### src/rtl/demux_1_4.sv
// 1-to-4 bit demux with registered output copy, sticky hit flags and, with DEMUX_ACT_CNT_EN,
// saturating rising-edge counters. Routing: 0 cycles; monitor: 1 cycle. No backpressure.
// Ports stay discrete and in legacy order so existing positional instantiations keep working.
module demux_1_4 (
   input  logic       a,
   input  logic       u,
   input  logic       v,
   output logic       y0,
   output logic       y1,
   output logic       y2,
   output logic       y3,
   input  logic       clk,
   input  logic       rst_n,
   input  logic       clr,
   output logic [3:0] y_q,
   output logic [3:0] hit,
   input  logic [1:0] cnt_sel,
   output logic [7:0] cnt_out
);

   logic [3:0] y_vec;
   logic [3:0] y_q_d, y_q_q;
   logic [3:0] hit_d, hit_q;

   // Explicit per-code decode; a non-binary select falls to the all-zero default.
   always_comb begin
      y_vec = 4'b0000;
      case ({u, v})
         2'b00:   y_vec[0] = a;
         2'b01:   y_vec[1] = a;
         2'b10:   y_vec[2] = a;
         2'b11:   y_vec[3] = a;
         default: y_vec = 4'b0000;
      endcase
   end

   assign y0 = y_vec[0];
   assign y1 = y_vec[1];
   assign y2 = y_vec[2];
   assign y3 = y_vec[3];

   always_comb begin
      y_q_d = y_vec;
      hit_d = clr ? 4'b0000 : (hit_q | y_vec);
   end

   always_ff @(posedge clk or negedge rst_n) begin
      if (!rst_n) begin
         y_q_q <= 4'b0000;
         hit_q <= 4'b0000;
      end else begin
         y_q_q <= y_q_d;
         hit_q <= hit_d;
      end
   end

   assign y_q = y_q_q;
   assign hit = hit_q;

`ifdef DEMUX_ACT_CNT_EN
   logic [7:0] cnt_d [4];
   logic [7:0] cnt_q [4];

   // Count sampled rising edges only: current bit high, previous sample low.
   always_comb begin
      for (int i = 0; i < 4; i++) begin
         cnt_d[i] = cnt_q[i];
         if (clr) begin
            cnt_d[i] = 8'h00;
         end else if (y_vec[i] && !y_q_q[i] && (cnt_q[i] != 8'hff)) begin
            cnt_d[i] = cnt_q[i] + 8'd1;
         end
      end
   end

   always_ff @(posedge clk or negedge rst_n) begin
      if (!rst_n) begin
         for (int i = 0; i < 4; i++) cnt_q[i] <= 8'h00;
      end else begin
         for (int i = 0; i < 4; i++) cnt_q[i] <= cnt_d[i];
      end
   end

   assign cnt_out = cnt_q[cnt_sel];
`else
   logic unused_cnt_sel;
   assign unused_cnt_sel = ^cnt_sel;
   assign cnt_out        = 8'h00;
`endif

endmodule

### config.mk
export PLATFORM = sky130hd
export DESIGN_NAME = demux_1_4
export DESIGN_NICKNAME = d
export VERILOG_FILES = /design/src/rtl/demux_1_4.sv
export SDC_FILE = /design/constraint.sdc
export NUM_CORES = 1
export LEC_CHECK = 0
export CORE_AREA = 3 3 40 42
export DETAILED_ROUTE_END_ITERATION = 8
export DIE_AREA = 0 0 43 45
export PLACE_DENSITY_LB_ADDON = 0.05
export SYNTH_ARGS = -nofsm -noshare
export SYNTH_HDL_FRONTEND = slang
export SYNTH_SLANG_ARGS = --single-unit
### constraint.sdc
create_clock -name clk -period 0.9 [get_ports clk]
set_input_delay 0.135 -clock clk [delete_from_list [all_inputs] [get_ports clk]]
set_output_delay 0.135 -clock clk [all_outputs]
set_load 0.03 [all_outputs]
==> metrics.csv, run 1 <==
metric,value,unit
Power Density,1530,nW/µm²
GR Overflow Total,0,
worst setup margin,-20.6,ps
Slowest Stage Delay on Critical Path,390,ps
"leading cell type in the layout, fill and taps excluded",buf_6,
crit-path cells,buf_6,
Die X,43,µm
placement-stage cell area,484,µm²
critical path's slowest cell,dfrtp_1,
core area,1280,µm²
GP Congestion,0.690,
critical path required time,760,ps
vias in the first global route,267,
failing checks,negative setup slack,
Peak supply drop,827,µV
GRT Total Usage,8.84,%
Starting DRT DRC Count,0,
Crit Path Class,reg -> out,
area occupied by multi-input gates,120,µm²
largest family of logic cells by synthesized area,buffers and inverters,
Tmin final,921,ps
"Distinct cells, synth",13,
# Max-Cap Violations,0,
Worst Skew,0,ps
setup_tns,-49.5,ps
DRT Wirelength,736,µm
die height,45,µm
Flop pwr share,44.6,%
Yosys top cell area share,58.2,%
PortBufs,17,
HP Class,in -> reg,
crit start category,register,
share of cells above drive strength 1,53.8,%
# IOs,28,
Crit Path Max Fanout,2,
GR Layer Usage met2,14.7,%
sequential share of the synthesized area,58.2,%
Die Footprint,1940,µm²
endpoint class of the critical path,primary output,
global-route wire length before repair,1170,µm
via count,275,
CTS buffer count,3,
RSZ-0062 raised after global routing,yes,
multiplexer share of the synthesized area,0,%
final std cells w/o fill,67,
average size of a mapped cell,12.3,µm²
First-pass DRT Iterations,1,
NetSw,0.257,mW
Leak,0.307,nW
Yosys warning total,0,
synth-to-layout area growth,64.0,%
"Clk pin slew, worst setup/hold paths",50,ps
DP Wirelength,594,µm
H-tree depth,1,
Crit path arrival time,790,ps
pin count of the biggest net entering global routing,9,
filler cell count,130,
n_diodes,0,
Net Sw Frac,29.6,%
simple-gate share of the synthesized area,13.5,%
endpoints failing hold,0,
post-placement cell count,61,
CTS tree,built,
post-route cell area,564,µm²
register bit count reported by yosys,8,
Vias/cell,4.10,
met3 usage,6.37,%
Max Freq,1.09,GHz
CTS Hold Bufs,0,
DR WL/cell,11.0,µm
cell row count,13,
synthesized instance count,28,
initial cell density of the core,26.8,%
Pint,0.609,mW
mapped cell area,344,µm²
Synth Area in Adders,0,%
clock power share,30.7,%
Synth Area in Compound Gates,9.82,%
Area contributors post-synth,"dfrtp_1, buf_4, nor3b_2",
fin. max-slew vios,0,
CP Buf/Inv Count,1,
antenna violations before repair,0,
xor and xnor fraction of the mapped netlist area,0,%
Setup-failing EPs final,4,
grt met1 use,8.46,%
GR peak layer,met2,
Clock Tree Buf Depth,2,
CTS root buf,clkbuf_4,
Comb pwr share,24.8,%
"area leader, netlist",dfrtp_1,
register area,200,µm²
part of the cycle the worst path needs,102,%
Clock Latency Late Sink,250,ps
outcome,"complete, but fails checks",
DRC viols,0,
Sink Count,8,
crit-path leading delay family,flip-flops,
Antenna Nets Post-Route,0,
Final Total Pwr,0.866,mW
# nets final,62,
most frequent cells in the layout,"buf_6, conb_1, dfrtp_1, buf_4, clkbuf_4",
## cells by family (layout without fill, tap and decap cells)
logic type	Yosys count	count (layout)
flops	8	8
other cells	1	8
compound gates	4	4
buf+inv	8	25
simple gates	7	7
## Yosys cell counts
| cell | n |
|---|---|
| nor3b_2 | 1 |
| nand2_1 | 1 |
| and3b_1 | 1 |
| a31oi_1 | 1 |
| o31ai_1 | 1 |
| and3_2 | 1 |
| dfrtp_1 | 8 |
| nor2_1 | 2 |
| conb_1 | 1 |
| o21ba_2 | 1 |
| nand2b_1 | 1 |
| o21ba_1 | 1 |
| buf_4 | 8 |
## area by class of cell
class	count	area share (%)
multi-input cells	19	21.3
flip-flops and latches	8	35.5
repair buffers	22	35.9
well taps	15	3.33
clock buffers	3	3.99
## path summary, 6_finish.rpt
| kind | from | endpoint | slack (ps) | cells after the start |
|---|---|---|---|---|
| hold / removal | v | y_q[2] | 150 | 2 |
| setup / recovery | hit[0] | hit[0] | -20 | 1 |
| setup reg to reg | hit[2] | hit[2] | 140 | 3 |
| min in group asynchronous | rst_n | y_q[0] | 160 | 1 |
| max in group asynchronous | rst_n | hit[1] | 490 | 1 |
| hold reg to reg | hit[1] | hit[1] | 520 | 1 |
## what timing repair did
| action | in CTS | in global routing |
|---|---|---|
| setup endpoints to repair | 15 | 11 |
| setup buffers | 2 | 1 |
| pin swaps | 1 | 1 |
| resized for setup | 21 | 2 |
## sequential cells by signal (all words and copies together), names as in the netlist
name	cells
hit	4
y_q	4
## through the flow
step / setup slack [ps] / util (%) / hold slack, ps
after CTS: -36.4 / 43.3 / 125
final: -20.6 / 43.9 / 151
after detailed placement: -362 / 37.7 / 439
after global placement: -353 / 37.7 / 438
after floorplan: 6.08 / - / -161
after global routing: -55.9 / 43.9 / 144
## power groups by stage
stage	logic [mW]	registers [mW]	clock network, mW
floorplan	0.105	0.422	0
detailed placement	0.196	0.390	0
global route	0.226	0.387	0.302
finish	0.215	0.386	0.266
global placement	0.196	0.389	0
CTS	0.211	0.386	0.282
## routing by layer
| layer | vias to the layer above | part of all wire (%) | wire length (µm) |
|---|---|---|---|
| met1 | 128 | 34 | 249 |
| met5 | - | 0 | 0 |
| met4 | 0 | 2.2 | 16 |
| li1 | 126 | - | - |
| met3 | 2 | 11 | 83 |
| met2 | 19 | 53 | 388 |
(Power assumes the default switching activity.)
==> run 2, diff against run 1 <==
--- a/config.mk
+++ b/config.mk
@@ -8,2 +8,3 @@
 export CORE_AREA = 3 3 40 42
+export CTS_CLUSTER_DIAMETER = 80
 export DETAILED_ROUTE_END_ITERATION = 8
==> constraint.sdc (replaced) <==
create_clock -name clk -period 0.9 [get_ports clk]
set_input_delay 0.09 -clock clk [delete_from_list [all_inputs] [get_ports clk]]
set_output_delay 0.09 -clock clk [all_outputs]
set_load 0.03 [all_outputs]
==> run 2 against run 1 <==
  * The flow now finishes without violations
  * First-iteration DRC count unchanged
  * Sequential power about the same
  * Final area decreased by 5.3%
  * Core utilization decreased by 2.3 points
  * Register-to-register slack got worse by 80 ps
  * Cell count decreased by 3.0%
  * Clock power about the same
  * Clock skew unchanged
  * Power decreased by 1.1%
  * Worst setup slack improved by 36 ps
  * Sequential share of layout area increased by 2.0 points
  * Via count decreased by 5.8%
==> metrics.csv, run 2 (same netlist as run 1, synthesis figures left out) <==
metric,value,unit
outcome,completed,
Power Density,1600,nW/µm²
Setup-failing EPs final,0,
# nets final,60,
CTS root buf,clkbuf_4,
GRT Total Usage,8.98,%
Comb pwr share,24.0,%
part of the cycle the worst path needs,98.2,%
DRT Wirelength,776,µm
Crit Path Max Fanout,2,
Pint,0.599,mW
crit-path leading delay family,flip-flops,
Crit Path Class,reg -> out,
endpoint class of the critical path,primary output,
filler cell count,130,
crit start category,register,
Sink Count,8,
post-route cell area,534,µm²
worst hold margin,115,ps
setup_tns,0,ps
via count,259,
Antenna Nets Post-Route,0,
placement-stage cell area,469,µm²
vias in the first global route,251,
"leading cell type in the layout, fill and taps excluded",buf_4,
post-placement cell count,59,
HP Class,in -> async,
Flop pwr share,44.9,%
First-pass DRT Iterations,1,
Max Freq,1.13,GHz
cell row count,13,
CTS tree,built,
Clock Latency Late Sink,250,ps
Net Sw Frac,30.0,%
Starting DRT DRC Count,0,
clock power share,31.2,%
final std cells w/o fill,65,
Die X,43,µm
critical path's slowest cell,dfrtp_1,
PortBufs,17,
Final Total Pwr,0.856,mW
initial cell density of the core,26.8,%
n_diodes,0,
GR Overflow Total,0,
die height,45,µm
antenna violations before repair,0,
share of cells above drive strength 1,50.0,%
pin count of the biggest net entering global routing,9,
H-tree depth,1,
core area,1280,µm²
RSZ-0062 raised after global routing,yes,
most frequent cells in the layout,"buf_4, conb_1, dfrtp_1",
Die Footprint,1940,µm²
Clock Tree Buf Depth,2,
Slowest Stage Delay on Critical Path,400,ps
DR WL/cell,11.9,µm
Vias/cell,3.98,
"Clk pin slew, worst setup/hold paths",50,ps
Peak supply drop,622,µV
Leak,0.295,nW
Crit path arrival time,790,ps
# Max-Cap Violations,0,
DRC viols,0,
endpoints failing hold,0,
# IOs,28,
fin. max-slew vios,0,
global-route wire length before repair,1140,µm
Tmin final,884,ps
synth-to-layout area growth,55.3,%
CTS Hold Bufs,0,
Worst Skew,0,ps
NetSw,0.257,mW
crit-path cells,buf_6,
CP Buf/Inv Count,1,
CTS buffer count,3,
critical path required time,810,ps
DP Wirelength,565,µm
GP Congestion,0.693,
run 2: cell types whose count changed in the layout (fill, tap and decap cells not counted), sizes merged:
cell,delta
dlygate4sd2,+1
clkbuf,+1
buf,-4
run 2: power by group through the flow:
stage | Clock (mW) | Combinational [mW] | Sequential [mW]
after global routing | 0.295 | 0.216 | 0.385
after global placement | 0 | 0.191 | 0.389
after floorplan | 0 | 0.105 | 0.422
after detailed placement | 0 | 0.190 | 0.389
final | 0.267 | 0.205 | 0.384
after CTS | 0.283 | 0.202 | 0.383
run 2: area by class of cell:
class                           count  area (µm²)  share of cell area (%)
Sequential cell                     8         200                    37.5
Timing Repair Buffer               20         173                    32.3
Multi-Input combinational cell     19         120                    22.5
Clock buffer                        3        22.5                    4.22
Tap cell                           15        18.8                    3.51
run 2: per-stage QoR:
| step | utilization (%) | worst slack [ps] |
|---|---|---|
| after floorplan | - | 51.1 |
| after global placement | 36.5 | -273 |
| after detailed placement | 36.5 | -277 |
| after CTS | 41.2 | 3.15 |
| after global routing | 41.6 | -10.3 |
| final | 41.6 | 15.8 |
run 2: layer usage:
| metal | track usage [%] | share of wire, % |
|---|---|---|
| met5 | 0 | 0 |
| met1 | 6.90 | 31 |
| met2 | 15.6 | 54 |
| met3 | 3.59 | 12 |
| met4 | 10.8 | 2.2 |
run 2: path summary, 6_finish.rpt:
check                         end  slack [ps]  startpoint  depth (start not counted)
max                        hit[0]          20      hit[0]                          1
min                        y_q[3]         120       rst_n                          1
max reg2reg                hit[0]          60      hit[0]                          2
min reg2reg                hit[3]         510      hit[3]                          2
max in group asynchronous  y_q[2]         520       rst_n                          1
min in group clk           y_q[2]         180           u                          3
run 2: what timing repair did:
item	in CTS	in global routing
setup buffers	3	0
gates resized for setup	9	5
endpoints found under the setup margin	5	7
